**config.mk**
```make
export PLATFORM = sky130hd
export DESIGN_NAME = multicycle_controller
export DESIGN_NICKNAME = d
export VERILOG_FILES = /design/src/rtl/riscv_ctrl_pkg.sv /design/src/rtl/alu_decoder.sv /design/src/rtl/multicycle_controller.sv
export SDC_FILE = /design/constraint.sdc
export NUM_CORES = 1
export LEC_CHECK = 0
export BUFFER_PORTS_ARGS = -buffer_cell sky130_fd_sc_hd__buf_2
export CAP_MARGIN = 20
export CELL_PAD_IN_SITES_DETAIL_PLACEMENT = 0
export CELL_PAD_IN_SITES_GLOBAL_PLACEMENT = 2
export CORE_ASPECT_RATIO = 2
export CORE_MARGIN = 2
export CORE_UTILIZATION = 28
export CTS_BUF_LIST = sky130_fd_sc_hd__clkbuf_8
export DETAILED_ROUTE_END_ITERATION = 16
export PLACE_DENSITY = 0.95
export RECOVER_POWER = 50
export SLEW_MARGIN = 20
export SYNTH_ARGS = -nofsm -noshare
export SYNTH_HDL_FRONTEND = slang
export SYNTH_SLANG_ARGS = --single-unit
```
**constraint.sdc**
```tcl
create_clock -name clk -period 2.48 [get_ports clk]
set_input_delay 0.372 -clock clk [delete_from_list [all_inputs] [get_ports clk]]
set_output_delay 0.372 -clock clk [all_outputs]
set_load 0.01 [all_outputs]
```
**src/rtl/riscv_ctrl_pkg.sv**
```systemverilog
// Shared encodings for the multicycle RV32I control path.
// ILLEGAL_TRAP_EN adds the TRAP state for illegal opcode/func3.
package riscv_ctrl_pkg;

    typedef enum logic [3:0] {
        FETCH,
        DECODE,
        EXEC_R,
        EXEC_I,
        MEMADR,
        MEMRD,
        MEMWB,
        MEMWR,
        ALUWB,
        BRANCH,
        JAL,
        JALR,
        LUI
`ifdef ILLEGAL_TRAP_EN
        , TRAP
`endif
    } state_t;

    typedef enum logic [1:0] {
        AOP_ADD,
        AOP_R,
        AOP_I,
        AOP_BR
    } alu_op_t;

    localparam logic [6:0] OP_R      = 7'b0110011;
    localparam logic [6:0] OP_I      = 7'b0010011;
    localparam logic [6:0] OP_LOAD   = 7'b0000011;
    localparam logic [6:0] OP_STORE  = 7'b0100011;
    localparam logic [6:0] OP_BRANCH = 7'b1100011;
    localparam logic [6:0] OP_JAL    = 7'b1101111;
    localparam logic [6:0] OP_JALR   = 7'b1100111;
    localparam logic [6:0] OP_LUI    = 7'b0110111;

    localparam logic [2:0] ALU_ADD = 3'b000;
    localparam logic [2:0] ALU_SUB = 3'b001;
    localparam logic [2:0] ALU_AND = 3'b010;
    localparam logic [2:0] ALU_OR  = 3'b011;
    localparam logic [2:0] ALU_SLT = 3'b100;
    localparam logic [2:0] ALU_XOR = 3'b101;

    localparam logic [2:0] IMM_I = 3'b000;
    localparam logic [2:0] IMM_S = 3'b001;
    localparam logic [2:0] IMM_B = 3'b010;
    localparam logic [2:0] IMM_U = 3'b011;
    localparam logic [2:0] IMM_J = 3'b100;

    localparam logic [1:0] RES_ALUOUT = 2'b00;
    localparam logic [1:0] RES_MEM    = 2'b01;
    localparam logic [1:0] RES_IMM    = 2'b10;
    localparam logic [1:0] RES_ALU    = 2'b11;

    localparam logic [1:0] SRCA_PC    = 2'b00;
    localparam logic [1:0] SRCA_OLDPC = 2'b01;
    localparam logic [1:0] SRCA_RS1   = 2'b10;

    localparam logic [1:0] SRCB_RS2  = 2'b00;
    localparam logic [1:0] SRCB_IMM  = 2'b01;
    localparam logic [1:0] SRCB_FOUR = 2'b10;

    // True when the opcode is supported and its func3 names a known op
    function automatic logic op_legal(
        input logic [6:0] op,
        input logic [2:0] f3
    );
        case (op)
            OP_R:      return f3 inside {3'b000, 3'b111, 3'b110, 3'b010};
            OP_I:      return f3 inside {3'b000, 3'b100, 3'b110, 3'b010};
            OP_LOAD:   return f3 == 3'b010;
            OP_STORE:  return f3 == 3'b010;
            OP_BRANCH: return f3 inside {3'b000, 3'b001, 3'b100, 3'b101};
            OP_JALR:   return f3 == 3'b000;
            OP_JAL:    return 1'b1;
            OP_LUI:    return 1'b1;
            default:   return 1'b0;
        endcase
    endfunction

endpackage

```
**src/rtl/alu_decoder.sv**
```systemverilog
// Maps the ALU operation class plus func3/func7 to an alu_control code.
// Unrecognised R/I combinations fall back to add.
module alu_decoder
    import riscv_ctrl_pkg::*;
#(
    parameter int ALU_CTRL_W = 3
) (
    input  alu_op_t               alu_op,
    input  logic [2:0]            func3,
    input  logic [6:0]            func7,
    output logic [ALU_CTRL_W-1:0] alu_control
);

    logic [2:0] code;

    always_comb begin
        code = ALU_ADD;
        unique case (alu_op)
            AOP_R: begin
                case ({func3, func7})
                    {3'b000, 7'b0000000}: code = ALU_ADD;
                    {3'b000, 7'b0100000}: code = ALU_SUB;
                    {3'b111, 7'b0000000}: code = ALU_AND;
                    {3'b110, 7'b0000000}: code = ALU_OR;
                    {3'b010, 7'b0000000}: code = ALU_SLT;
                    default:              code = ALU_ADD;
                endcase
            end
            AOP_I: begin
                case (func3)
                    3'b000:  code = ALU_ADD;
                    3'b100:  code = ALU_XOR;
                    3'b110:  code = ALU_OR;
                    3'b010:  code = ALU_SLT;
                    default: code = ALU_ADD;
                endcase
            end
            AOP_BR:  code = func3[2] ? ALU_SLT : ALU_SUB;
            default: code = ALU_ADD;
        endcase
    end

    assign alu_control = ALU_CTRL_W'(code);

endmodule

```
**src/rtl/multicycle_controller.sv**
```systemverilog
// Multicycle FETCH/DECODE/EXEC/MEM/WB control FSM for the RV32I subset.
// Define ILLEGAL_TRAP_EN to trap on illegal opcode/func3 instead of NOP.
module multicycle_controller
    import riscv_ctrl_pkg::*;
#(
    parameter int ALU_CTRL_W = 3,
    parameter int IMM_SRC_W  = 3,
    parameter int MAX_WAIT   = 15
) (
    input  logic                  clk,
    input  logic                  rst,
    input  logic [6:0]            opcode,
    input  logic [2:0]            func3,
    input  logic [6:0]            func7,
    input  logic                  zero,
    input  logic                  neg,
    input  logic                  mem_ready,
    output logic                  pc_write,
    output logic                  adr_src,
    output logic                  mem_read,
    output logic                  mem_write,
    output logic                  ir_write,
    output logic [1:0]            alu_src_a,
    output logic [1:0]            alu_src_b,
    output logic [ALU_CTRL_W-1:0] alu_control,
    output logic [IMM_SRC_W-1:0]  imm_src,
    output logic [1:0]            result_src,
    output logic                  reg_write,
    output logic                  instr_done,
    output logic                  mem_timeout
);

    localparam int CW = $clog2(MAX_WAIT + 2);
    localparam logic [CW-1:0] WMAX = CW'(MAX_WAIT);

    state_t        state;
    state_t        state_next;
    alu_op_t       alu_op;
    logic [2:0]    imm_code;
    logic          taken;
    logic          waiting;
    logic [CW-1:0] wait_cnt;
    logic          timeout_q;

    alu_decoder #(
        .ALU_CTRL_W(ALU_CTRL_W)
    ) u_alu_dec (
        .alu_op     (alu_op),
        .func3      (func3),
        .func7      (func7),
        .alu_control(alu_control)
    );

    assign imm_src     = IMM_SRC_W'(imm_code);
    assign waiting     = state inside {FETCH, MEMRD, MEMWR};
    assign mem_timeout = timeout_q & ~rst;

    always_comb begin
        taken = 1'b0;
        case (func3)
            3'b000:  taken = zero;
            3'b001:  taken = ~zero;
            3'b100:  taken = neg;
            3'b101:  taken = ~neg;
            default: taken = 1'b0;
        endcase
    end

    always_comb begin
        state_next = state;
        pc_write   = 1'b0;
        adr_src    = 1'b0;
        mem_read   = 1'b0;
        mem_write  = 1'b0;
        ir_write   = 1'b0;
        alu_src_a  = SRCA_PC;
        alu_src_b  = SRCB_RS2;
        alu_op     = AOP_ADD;
        imm_code   = IMM_I;
        result_src = RES_ALUOUT;
        reg_write  = 1'b0;
        instr_done = 1'b0;
        // Reset forces every control output low in the same cycle
        if (!rst) begin
            unique case (state)
                FETCH: begin
                    mem_read  = 1'b1;
                    alu_src_b = SRCB_FOUR;
                    if (mem_ready) begin
                        ir_write   = 1'b1;
                        pc_write   = 1'b1;
                        state_next = DECODE;
                    end
                end
                DECODE: begin
                    alu_src_a = SRCA_OLDPC;
                    alu_src_b = SRCB_IMM;
                    imm_code  = IMM_B;
                    if (!op_legal(opcode, func3)) begin
`ifdef ILLEGAL_TRAP_EN
                        state_next = TRAP;
`else
                        instr_done = 1'b1;
                        state_next = FETCH;
`endif
                    end else begin
                        case (opcode)
                            OP_R:      state_next = EXEC_R;
                            OP_I:      state_next = EXEC_I;
                            OP_LOAD:   state_next = MEMADR;
                            OP_STORE:  state_next = MEMADR;
                            OP_BRANCH: state_next = BRANCH;
                            OP_JAL:    state_next = JAL;
                            OP_JALR:   state_next = JALR;
                            OP_LUI:    state_next = LUI;
                            default:   state_next = FETCH;
                        endcase
                    end
                end
                EXEC_R: begin
                    alu_src_a  = SRCA_RS1;
                    alu_src_b  = SRCB_RS2;
                    alu_op     = AOP_R;
                    state_next = ALUWB;
                end
                EXEC_I: begin
                    alu_src_a  = SRCA_RS1;
                    alu_src_b  = SRCB_IMM;
                    alu_op     = AOP_I;
                    state_next = ALUWB;
                end
                ALUWB: begin
                    reg_write  = 1'b1;
                    result_src = RES_ALUOUT;
                    instr_done = 1'b1;
                    state_next = FETCH;
                end
                MEMADR: begin
                    alu_src_a = SRCA_RS1;
                    alu_src_b = SRCB_IMM;
                    if (opcode == OP_STORE) begin
                        imm_code   = IMM_S;
                        state_next = MEMWR;
                    end else begin
                        state_next = MEMRD;
                    end
                end
                MEMRD: begin
                    adr_src  = 1'b1;
                    mem_read = 1'b1;
                    if (mem_ready) state_next = MEMWB;
                end
                MEMWB: begin
                    reg_write  = 1'b1;
                    result_src = RES_MEM;
                    instr_done = 1'b1;
                    state_next = FETCH;
                end
                MEMWR: begin
                    adr_src   = 1'b1;
                    mem_write = 1'b1;
                    if (mem_ready) begin
                        instr_done = 1'b1;
                        state_next = FETCH;
                    end
                end
                BRANCH: begin
                    alu_src_a  = SRCA_RS1;
                    alu_src_b  = SRCB_RS2;
                    alu_op     = AOP_BR;
                    pc_write   = taken;
                    result_src = RES_ALUOUT;
                    instr_done = 1'b1;
                    state_next = FETCH;
                end
                JAL, JALR: begin
                    // rd gets old PC + 4; PC takes the target held in ALU-out
                    alu_src_a  = SRCA_OLDPC;
                    alu_src_b  = SRCB_FOUR;
                    imm_code   = (state == JAL) ? IMM_J : IMM_I;
                    pc_write   = 1'b1;
                    reg_write  = 1'b1;
                    result_src = RES_ALU;
                    instr_done = 1'b1;
                    state_next = FETCH;
                end
                LUI: begin
                    imm_code   = IMM_U;
                    reg_write  = 1'b1;
                    result_src = RES_IMM;
                    instr_done = 1'b1;
                    state_next = FETCH;
                end
`ifdef ILLEGAL_TRAP_EN
                TRAP: state_next = TRAP;
`endif
                default: state_next = FETCH;
            endcase
        end
    end

    always_ff @(posedge clk) begin
        if (rst) begin
            state     <= FETCH;
            wait_cnt  <= '0;
            timeout_q <= 1'b0;
        end else begin
            state <= state_next;
            if (waiting && !mem_ready) begin
                if (wait_cnt != WMAX) wait_cnt <= wait_cnt + CW'(1);
            end else begin
                wait_cnt <= '0;
            end
            if (MAX_WAIT != 0 && waiting && !mem_ready && wait_cnt == WMAX)
                timeout_q <= 1'b1;
        end
    end

endmodule

```
Word level (Yosys, flattened, before mapping)

Cells that the tools add are included.

Output and inout port bits: 20
Bits of input ports: 22
Logic and storage cells: 113
Flip-flop bits (word level): 10

Equality and inequality tests: 38
Bitwise logic cells: 5
Mux-type cells: 43
Add/sub/neg operators: 1
Reductions and logical operators: 23

Operators with widths:

| operator             | number |
|---|---|
| $pmux 4 s7           | 1 |
| $pmux 3 s4           | 2 |
| $pmux 4 s6           | 1 |
| $eq 7x6->1 const B   | 3 |
| $eq 7x7->1 const B   | 3 |
| $eq 10x10->1 const B | 2 |
| $eq 4x4->1 const B   | 5 |
| $pmux 3 s3           | 2 |
| $mux 1               | 17 |
| $eq 4x3->1 const B   | 4 |
| $mux 4               | 4 |
| $reduce_or 2->1      | 7 |
| $eq 3x3->1 const B   | 4 |
| $pmux 2 s3           | 2 |
| $reduce_bool 4->1    | 3 |
| $eq 10x6->1 const B  | 1 |
| $eq 10x9->1 const B  | 1 |
| $mux 2               | 5 |
| $mux 3               | 3 |
| $reduce_or 3->1      | 3 |
| $eq 4x2->1 const B   | 2 |
| $pmux 2 s2           | 2 |
| $eq 7x2->1 const B   | 1 |
| $eq 7x5->1 const B   | 1 |
| 23 further kinds     | 31 |

Longest topological paths before layout

Gate-level depths: netlist of the first run.

Word-level depth: 8
Depth in mapped cells: 7
Gate-level depth less buffers: 7

By module

From an unflattened synthesis of the first run, not the netlist that was laid out.

Cell total of the unflattened synthesis: 161
Area, all modules: 1209.9 um^2

Modules (own cells, without submodules):

| module                | times used | area an instance (um^2) | sequential area each (um^2) | cells an instance |
|---|---|---|---|---|
| multicycle_controller | 1          | 1049.8                  | 200.2                       | 141 |
| alu_decoder           | 1          | 160.2                   | 0.0                         | 20 |

Worst setup path after synthesis of the first run

OpenSTA, ideal clock, no wires.

Kind: input -> output
From: in rst
To: out alu_control[2]
Required time: 2108 ps
Cell stages on the path: 6
Setup slack: 599 ps
Data arrival time: 1509 ps
Path buffers: 1
Cells stage by stage: clkbuf_1 nor4b_1 nand3b_1 nor3b_1 a21oi_1 o21ai_1

Word-level cells in the longest chain between the ends: 3
Elaborated cells on any way between the ends: 5
Those cells by class: 3 x eq/ne; 2 x mux

Ends and longest elaborated chain:

| what                                     | RTL line                    | text |
|---|---|---|
| start, declared                          | multicycle_controller.sv:11 | `input logic rst,` |
| $mux 2 *                                 | multicycle_controller.sv:84 | `if (!rst) begin` |
| $eq 2x2->1 or $eq 2x1->1 (tied branches) | alu_decoder.sv:18           | `unique case (alu_op)` |
| $pmux 3 s3 *                             | alu_decoder.sv:18           |  |
| end, declared                            | multicycle_controller.sv:25 | `output logic [ALU_CTRL_W-1:0] alu_control,` |

Mark *: on every way between the ends. The rest lies on a longest branch, timed or not.

Worst setup path after layout of the first run

From: in rst
To: out instr_done

Word-level cells in the longest chain between the ends: 1

Ends and longest elaborated chain:

| what          | RTL line                    | text |
|---|---|---|
| $mux 1        | multicycle_controller.sv:84 |  |
| end, declared | multicycle_controller.sv:29 | `output logic instr_done,` |

No other way between the ends.

==> results.md, run 1 <==
* Worst hold slack at 0.481 ns
* Ratio of cells with drive above 1 in the final layout at 0.259
* Cell Area, Placed at 1370 um^2
* Routed Antenna Nets at 0
* Wire length per cell at 13.5 um
* Routed Wire Length at 3460 um
* Avg Vias per Cell at 5.16
* Pin count of the biggest net entering global routing at 18
* Routability cong. at 0.911
* Synth warn at 0
* Fin util at 0.371
* Top FF cell, synth: dfxtp_1
* Final setup viols at 0
* Antenna diodes at 0
* Crit path time final at 2.26 ns
* Leakage at 0.000587 uW
* Drt initial violations at 8
* Min-delay src: opcode[6]
* Drt pass-1 iters at 4
* CTS buffer count at 3
* Die Width at 48.3 um
* Power Density at 367 nW/um^2
* Crit path to: instr_done
* Worst Skew at 0.00981 ns
* CTS clock-pin slew for the worst setup and hold paths at 0.05 ns
* Drt drc at 0
* Synth unique cells at 45
* PostCTS Resize Cnt at 0
* Max cap viols at 0
* Setup TNS at 0 ns
* I/O Buffers at 41
* Max Clock Freq at 0.443 GHz
* Final hold vios at 0
* Mapped Nets at 187
* Cell Rows at 32
* Total gr overflow at 0
* Syn avg cell area at 6.75 um^2
* Ys async rst share at 0
* Number of global-route vias before repair at 1,303
* Top cell type's share of synthesized area at 0.182
* FF-to-FF setup slack at 0.57 ns
* Worst path required time at 2.11 ns
* Post-synthesis sequential area ratio at 0.182
* Postcts setup bufs at 0
* Area Overhead vs Synth at 28.2%
* Status: complete, no violations
* Clock network fraction of total power at 0.401
* Crit Reg-Reg Startpoint: state[2]$_SDFFE_PP0P_
* Core Area at 3800 um^2
* CP Capture Type: output pin
* Slew HR at 0.517
* I/O pin total at 42
* Clk_lat worst skew at 0.24 ns
* Crit. Startpoint: rst
* Tightest Pin Transition at 0.725 ns
* Cell area after layout at 1410 um^2
* H-Tree Depth at 1
* Sequential share of power at 0.334
* CP Data Arrival Time at 1.88 ns
* Yosys top cell by area: dfxtp_1
* Total Nets Final at 230
* Top cells by count, synth: nor2_1 (22), nand2_1 (17), a21oi_1 (11), nor3_1 (11), dfxtp_1 (10)
* Initial Util at 0.289
* CTS Sinks at 10
* Most common cell in the netlist: nor2_1
* Gate power share at 0.265
* Yosys reg bits at 10
* Pre-CTS setup slack at 0.288 ns
* Largest cells by area after synthesis: dfxtp_1 (18%), nor2_1 (7.5%), nand2_1 (5.8%)
* Clk buf depth at 2
* CTS tree: built
* Fin crit share at 0.910
* Die area at 4480 um^2
* Worst IR Drop VDD at 173 uV
* Sw Ratio at 0.302
* Final Max Slew Viols at 0
* Min-delay worst type: in -> reg
* CTS root buf: clkbuf_8
* Chip height at 92.6 um
* Post-Syn Area at 1100 um^2
* Terminus of the critical flop-to-flop path: state[1]$_SDFFE_PP0P_
* Post-detail-place hpwl at 2840 um
* Startpoint type of the worst setup path: input pin
* Crit path max fanout at 17
* Sw Pwr at 156 uW
* Final Worst Setup Slack at 0.223 ns
* GR Util All Layers at 0.160
* EDFF count, synth at 0
* R2r worst-path depth at 6
* Cell-internal power at 361 uW
* # hold bufs at CTS at 0
* First-pass GRT wire length at 5770 um
* Post-synthesis instance total at 163
* RSZ-0062 raised after global routing: no
* Worst Path Class, Setup: in -> out
* Vias at 1,321
* Initial antenna violation count at 0
[cell type report]
class                      count  area, um^2
inverter                       6        22.5
tap                           51        63.8
timing repair buffer          48         245
clock buffer                   4        55.1
fill                         457        2390
multi-input combinational    137         823
sequential                    10         200
[cell usage in the layout, fill, tap and decap left out, types with 2 or more instances in the layout]
master,count
nor4_1,2
clkbuf_1,6
buf_4,5
o21ai_1,4
nor3b_1,3
dfxtp_1,10
clkbuf_8,4
nand2_1,17
buf_2,37
or3_1,2
nand4_1,3
nand3_1,6
o22ai_1,3
o21ai_0,5
mux2i_1,2
inv_1,4
a41oi_1,2
and3_1,4
inv_2,2
xor2_1,3
a21oi_1,11
nor2b_1,8
nor2_1,22
o31ai_1,2
nor3_1,11
ha_1,2
nand2b_1,5
[metal layers]
metal	part of all wire	vias to the layer above	GRT usage	routed length, um
met3	0.028	8	0.0177	97
met1	0.36	618	0.163	1250
met4	0.021	0	0.0595	73
li1	-	668	-	-
met5	0	-	0	0
met2	0.59	27	0.322	2040
[cells by family (layout without fill, tap and decap cells)]
group	count (synthesis)	count (layout)	synth area share
compound gates	39	39	0.248
xor+xnor	4	4	0.0319
fa+ha+maj	2	2	0.0227
buf+inv	16	58	0.0694
flops	10	10	0.182
mux	4	4	0.0421
simple gates	88	88	0.404
[how the worst min path moves through the flow]
stage / cells after the start / to
floorplan: 2 / wait_cnt[4]$_SDFFE_PP0N_
global placement: 2 / wait_cnt[4]$_SDFFE_PP0N_
global route: 4 / state[2]$_SDFFE_PP0P_
finish: 4 / state[2]$_SDFFE_PP0P_
detailed placement: 2 / wait_cnt[4]$_SDFFE_PP0N_
CTS: 4 / state[2]$_SDFFE_PP0P_
[metrics by stage]
| step | total power [uW] | cells |
|---|---|---|
| after floorplan | 261 | 163 |
| after global placement | 316 | 252 |
| after detailed placement | 317 | 252 |
| after CTS | 524 | 256 |
| after global routing | 546 | 256 |
| final | 518 | 256 |
[state kept, by name, indices dropped and copies added, names as in the netlist]
register and flops:
state 4, timeout_q 1, wait_cnt 5
[critical path: stages]
cell,delay (ns)
clkbuf_1,0.12
clkbuf_1,0.57
nor2_1,0.16
and3_1,0.24
o211ai_1,0.12
o31ai_1,0.11
buf_2,0.17
[power by group through the flow]
| stage | clock network [uW] | registers, uW | logic (uW) |
|---|---|---|---|
| floorplan | 0 | 172 | 88.6 |
| global placement | 0 | 176 | 140 |
| detailed placement | 0 | 176 | 141 |
| CTS | 210 | 173 | 141 |
| global route | 217 | 174 | 155 |
| finish | 207 | 173 | 137 |
(Power assumes the default switching activity.)
==> inputs of run 2 (changes only) <==
--- a/config.mk
+++ b/config.mk
@@ -14,7 +14,7 @@
 export CORE_UTILIZATION = 28
 export CTS_BUF_LIST = sky130_fd_sc_hd__clkbuf_8
 export DETAILED_ROUTE_END_ITERATION = 16
-export PLACE_DENSITY = 0.95
+export PLACE_DENSITY = 0.91
 export RECOVER_POWER = 50
 export SLEW_MARGIN = 20
 export SYNTH_ARGS = -nofsm -noshare
==> run 2 against run 1 <==
- flip-flop and latch count is the same
- combinational power up 3%
- count of clock-buffer cells in the layout stayed put
- final cell count rose by 0.39%
- critical path depth unchanged
- maximum frequency is 0.27% higher
- register-to-register slack improved by 0.14 ns
- cell area up 0.98%
- first-iteration DRC count is 130% higher
- sequential power is essentially flat
==> results.md, run 2 (synthesized netlist as in run 1, its figures left out) <==
* Routed Wire Length at 3430 um (-0.98%)
* Worst Path Class, Setup: in -> out
* Min-delay src: opcode[6]
* Setup TNS at 0 ns (unchanged)
* Initial Util at 0.289 (unchanged)
* Total gr overflow at 0 (unchanged)
* Final Max Slew Viols at 0 (unchanged)
* Die Width at 48.3 um (unchanged)
* FF-to-FF setup slack at 0.71 ns (+0.14 ns)
* Cell Rows at 32 (unchanged)
* Total Nets Final at 231 (+0.43%)
* Biggest regs: wait_cnt (5), state (4), timeout_q (1)
* Final Worst Setup Slack at 0.229 ns (+0.00607 ns)
* R2r worst-path depth at 6 (unchanged)
* Terminus of the critical flop-to-flop path: state[0]$_SDFFE_PP0P_
* Clk_lat worst skew at 0.24 ns (about the same)
* Fin crit share at 0.908 (-0.00245)
* Largest Register: wait_cnt
* Crit path max fanout at 7 (-10)
* Filler cells at 433 (-5.3%)
* Worst Skew at 0.00335 ns (-0.00646 ns)
* H-Tree Depth at 1 (unchanged)
* Wire length per cell at 13.3 um (-1.4%)
* Worst hold path depth at 4 (unchanged)
* Pin count of the biggest net entering global routing at 18 (unchanged)
* Sw Pwr at 152 uW (-3.1%)
* Initial antenna violation count at 0 (unchanged)
* Slew HR at 0.682 (+0.165)
* Most common cell after layout, fill and taps aside: buf_2
* Clk buf depth at 2 (unchanged)
* Pre-CTS setup slack at 0.324 ns (+0.0354 ns)
* # hold bufs at CTS at 0 (unchanged)
* Max Clock Freq at 0.444 GHz (+0.27%)
* CTS root buf: clkbuf_8
* Die area at 4480 um^2 (unchanged)
* RSZ-0062 raised after global routing: no
* Startpoint type of the worst setup path: input pin
* CTS tree: built
* PostCTS Resize Cnt at 0 (unchanged)
* Post-detail-place hpwl at 2820 um (-0.63%)
* Routability cong. at 0.816 (-10%)
* CTS Sinks at 10 (unchanged)
* Drt initial violations at 18 (+10)
* GR Util All Layers at 0.155 (-0.00512)
* Routed Antenna Nets at 0 (unchanged)
* Max FFs per register at 5 (unchanged)
* Leakage at 0.000595 uW (+1.3%)
* Drt drc at 0 (unchanged)
* Most frequent cells in the layout: buf_2 (36), nor2_1 (22), nand2_1 (17)
* Worst IR Drop VDD at 195 uV (+13%)
* Crit Reg-Reg Startpoint: state[0]$_SDFFE_PP0P_
* Tightest Pin Transition at 0.473 ns (-0.252 ns)
* Cell-internal power at 362 uW (+0.18%)
* First-pass GRT wire length at 5550 um (-3.8%)
* Sequential share of power at 0.331 (-0.003)
* CP Capture Type: output pin
* Crit path time final at 2.25 ns (-0.00607 ns)
* Hold endpoint: state[2]$_SDFFE_PP0P_
* Ratio of cells with drive above 1 in the final layout at 0.267 (+0.00845)
* CTS buffer count at 3 (unchanged)
* Max cap viols at 0 (unchanged)
* Final setup viols at 0 (unchanged)
* I/O Buffers at 41 (unchanged)
* Status: complete, no violations
* Drt pass-1 iters at 4 (unchanged)
* Min-delay worst type: in -> reg
* Core Area at 3800 um^2 (unchanged)
* Power Density at 361 nW/um^2 (-1.8%)
* Final hold vios at 0 (unchanged)
* Chip height at 92.6 um (unchanged)
* Postcts setup bufs at 0 (unchanged)
* Number of global-route vias before repair at 1,295 (-0.61%)
* CTS clock-pin slew for the worst setup and hold paths at 0.05 ns (about the same)
* Sw Ratio at 0.295 (-0.00701)
* Area Overhead vs Synth at 29.5%
* Crit. Startpoint: opcode[4]
* Antenna diodes at 0 (unchanged)
* CP Data Arrival Time at 1.88 ns (about the same)
* I/O pin total at 42 (unchanged)
* Gate power share at 0.275 (+0.010)
* Avg Vias per Cell at 5.24 (+1.6%)
* Clock network fraction of total power at 0.394 (-0.007)
* Vias at 1,347 (+2.0%)
* Worst path required time at 2.11 ns (about the same)
==> run 2: metrics by stage <==
stage           util  total power, uW  std cells  hold WS, ns  area, um^2
6_report       0.374              513        257        0.484        1420
5_1_grt        0.374              539        257        0.524        1420
4_1_cts        0.376              519        257        0.481        1430
3_5_place_dp   0.362              316        253        0.493        1380
3_3_place_gp   0.362              317        253        0.470        1380
2_1_floorplan      -              261        163        0.459        1100
==> run 2: area by class of cell <==
cell class,count,area (um^2),share of cell area
multi-input combinational,137,823,0.578
timing repair buffer,49,259,0.182
sequential,10,200,0.141
tap,51,63.8,0.0448
clock buffer,4,55.1,0.0387
inverter,6,22.5,0.0158
==> run 2: worst max-delay path: stages <==
cell and delay, ns:
clkbuf_1 0.24, mux2_4 0.33, and3_4 0.18, a311oi_4 0.34, o211ai_1 0.15, o31ai_1 0.09, buf_2 0.18
==> run 2: how the worst max path moves through the flow <==
stage	to	slack, ns	depth (start not counted)
2_1_floorplan	alu_control[2]	0.60	6
3_3_place_gp	instr_done	0.34	7
3_5_place_dp	instr_done	0.32	7
4_1_cts	instr_done	0.32	7
5_1_grt	instr_done	0.15	7
6_report	instr_done	0.23	7
==> run 2: per-layer routing <==
metal / up-vias / part of all wire / track usage
met3: 13 / 0.026 / 0.0161
met2: 32 / 0.58 / 0.318
met5: - / 0 / 0
met1: 626 / 0.35 / 0.147
met4: 0 / 0.038 / 0.0714
li1: 676 / - / -
==> run 2: power by group through the flow <==
stage               sequential [uW]  combinational (uW)  clock, uW
floorplan                       172                88.6          0
global placement                173                 144          0
detailed placement              173                 143          0
CTS                             170                 144        205
global route                    171                 157        211
finish                          170                 141        203
==> inputs of run 3 (changes only) <==
--- a/config.mk
+++ b/config.mk
@@ -11,12 +11,13 @@
 export CELL_PAD_IN_SITES_GLOBAL_PLACEMENT = 2
 export CORE_ASPECT_RATIO = 2
 export CORE_MARGIN = 2
-export CORE_UTILIZATION = 28
+export CORE_UTILIZATION = 26
 export CTS_BUF_LIST = sky130_fd_sc_hd__clkbuf_8
 export DETAILED_ROUTE_END_ITERATION = 16
-export PLACE_DENSITY = 0.91
+export PLACE_DENSITY_LB_ADDON = 0.1
 export RECOVER_POWER = 50
 export SLEW_MARGIN = 20
 export SYNTH_ARGS = -nofsm -noshare
 export SYNTH_HDL_FRONTEND = slang
 export SYNTH_SLANG_ARGS = --single-unit
+export TNS_END_PERCENT = 10
==> constraint.sdc (replaced) <==
create_clock -name clk -period 2.2 [get_ports clk]
set_input_delay 0.33 -clock clk [delete_from_list [all_inputs] [get_ports clk]]
set_output_delay 0.33 -clock clk [all_outputs]
set_load 0.01 [all_outputs]
==> run 3 against run 2 <==
- global-route usage decreased by 0.87 points
- setup slack got worse by 0.13 ns
- clock skew about the same
- final cell count increased by 0.39%
- power increased by 3.2%
- count of clock-buffer cells in the layout decreased by 1
- via count decreased by 1.3%
- core utilization decreased by 2.7 points
- clock power decreased by 11%
- critical path type unchanged
- largest power group is now sequential cells
==> results.md, run 3 (synthesized netlist as in run 1, its figures left out) <==
* CP Data Arrival Time at 1.78 ns (-0.10 ns)
* Non-filler instance count after layout at 258 (+0.39%)
* Core Area at 4090 um^2 (+7.5%)
* Tightest Pin Transition at 0.474 ns (+0.00126 ns)
* Total Nets Final at 232 (+0.43%)
* Final hold vios at 0 (unchanged)
* Initial antenna violation count at 0 (unchanged)
* FF-to-FF setup slack at 0.29 ns (-0.42 ns)
* Total gr overflow at 0 (unchanged)
* Routed Antenna Nets at 0 (unchanged)
* Fin util at 0.348 (-0.0266)
* CP Capture Type: output pin
* Die area at 4800 um^2 (+7.2%)
* Initial Util at 0.269 (-0.0201)
* Drt initial violations at 39 (+21)
* Startpoint type of the worst setup path: input pin
* Antenna diodes at 0 (unchanged)
* Biggest regs: wait_cnt (5), state (4), timeout_q (1)
* Routed Wire Length at 3570 um (+4.2%)
* Area Overhead vs Synth at 29.2%
* Cell Rows at 33 (+3.1%)
* Worst hold slack at 0.422 ns (-0.0622 ns)
* Most frequent cells in the layout: buf_2 (39), nor2_1 (22), nand2_1 (17)
* CTS tree: built
* Min-delay worst type: in -> reg
* Post-detail-place hpwl at 2960 um (+5.0%)
* Crit Reg-Reg Startpoint: state[0]$_SDFFE_PP0P_
* Slew HR at 0.681 (-0.000849)
* Most common cell after layout, fill and taps aside: buf_2
* Chip height at 96.0 um (+3.6%)
* Worst path required time at 1.87 ns (-0.24 ns)
* R2r worst-path depth at 6 (unchanged)
* Fin crit share at 0.957
* Worst Path Class, Setup: in -> out
* Power Density at 373 nW/um^2 (+3.4%)
* Postcts setup bufs at 0 (unchanged)
* Leakage at 0.000599 uW (+0.66%)
* Max cap viols at 0 (unchanged)
* CTS Sinks at 10 (unchanged)
* First-pass GRT wire length at 5490 um (-0.99%)
* Final setup viols at 0 (unchanged)
* Max FFs per register at 5 (unchanged)
* Cell area after layout at 1420 um^2 (-0.18%)
* Crit path to: instr_done
* Routability cong. at 0.867 (+6.3%)
* Avg Vias per Cell at 5.15 (-1.7%)
* Wire length per cell at 13.8 um (+3.8%)
* Number of global-route vias before repair at 1,265 (-2.3%)
* Crit path time final at 2.11 ns
* Drt drc at 0 (unchanged)
* Vias at 1,329 (-1.3%)
* Final Max Slew Viols at 0 (unchanged)
* Pin count of the biggest net entering global routing at 13 (-5)
* CTS root buf: clkbuf_8
* Die Width at 50.0 um (+3.5%)
* Crit. Startpoint: opcode[4]
* Placed Cells at 255 (+0.79%)
* Worst IR Drop VDD at 224 uV (+15%)
* Terminus of the critical flop-to-flop path: state[1]$_SDFFE_PP0P_
* Status: complete, no violations
* Max Clock Freq at 0.475 GHz
* I/O pin total at 42 (unchanged)
* I/O Buffers at 41 (unchanged)
* Drt pass-1 iters at 5 (+1)
* Clk buf depth at 2 (unchanged)
* Clk_lat worst skew at 0.23 ns (about the same)
* GR Util All Layers at 0.146 (-0.00870)
* CTS clock-pin slew for the worst setup and hold paths at 0.04 ns (about the same)
* Crit path max fanout at 7 (unchanged)
* Ratio of cells with drive above 1 in the final layout at 0.277 (+0.00971)
* Largest Register: wait_cnt
* H-Tree Depth at 1 (unchanged)
* CTS buffer count at 3 (unchanged)
* Worst Skew at 0.00365 ns (+0.000298 ns)
* Cell Area, Placed at 1380 um^2 (+0.64%)
run 3: repair_timing:
action | CTS | global route
resized for setup | 0 | 1
endpoints found under the hold margin | 0 | 0
endpoints found under the setup margin | 0 | 1
hold buffers | 0 | 0
run 3: routing by layer:
metal  global-route usage  wire [um]
met4               0.0394         77
met5                    0          0
met1                0.152       1390
met3              0.00932        106
met2                0.300       2000
run 3: layout make-up:
cell class	instances	area, um^2
well taps	52	65.1
repair buffers	50	263
inverters	6	22.5
flip-flops and latches	10	200
clock buffers	3	41.3
fillers	455	2670
multi-input cells	137	830
run 3: report_power, final:
part / switching (uW) / internal [uW] / total [uW]
registers: 7.08 / 186 / 193
clock network: 60.9 / 119 / 180
logic: 93.1 / 63.4 / 157
run 3: worst min path at each step:
stage                                   from                        to  slack (ns)  depth (start not counted)
floorplan           wait_cnt[4]$_SDFFE_PP0N_  wait_cnt[4]$_SDFFE_PP0N_        0.46                          2
global placement    wait_cnt[4]$_SDFFE_PP0N_  wait_cnt[4]$_SDFFE_PP0N_        0.48                          2
detailed placement  wait_cnt[4]$_SDFFE_PP0N_  wait_cnt[4]$_SDFFE_PP0N_        0.48                          2
CTS                                opcode[5]     state[3]$_SDFFE_PP0P_        0.42                          2
global route                       opcode[5]     state[3]$_SDFFE_PP0P_        0.46                          2
finish                             opcode[5]     state[3]$_SDFFE_PP0P_        0.42                          2
run 3: through the flow:
stage          setup TNS, ns  power [uW]  setup slack [ns]
2_1_floorplan              0         294             0.403
3_3_place_gp               0         356             0.229
3_5_place_dp               0         357             0.191
4_1_cts                    0         541             0.101
5_1_grt             -0.00714         561          -0.00714
6_report                   0         530            0.0945
run 3: worst max-delay path, stage by stage:
cell      delay, ns
clkbuf_1       0.25
mux2_4         0.33
and3_4         0.18
a311oi_4       0.26
o211ai_1       0.15
o31ai_1        0.10
buf_2          0.17
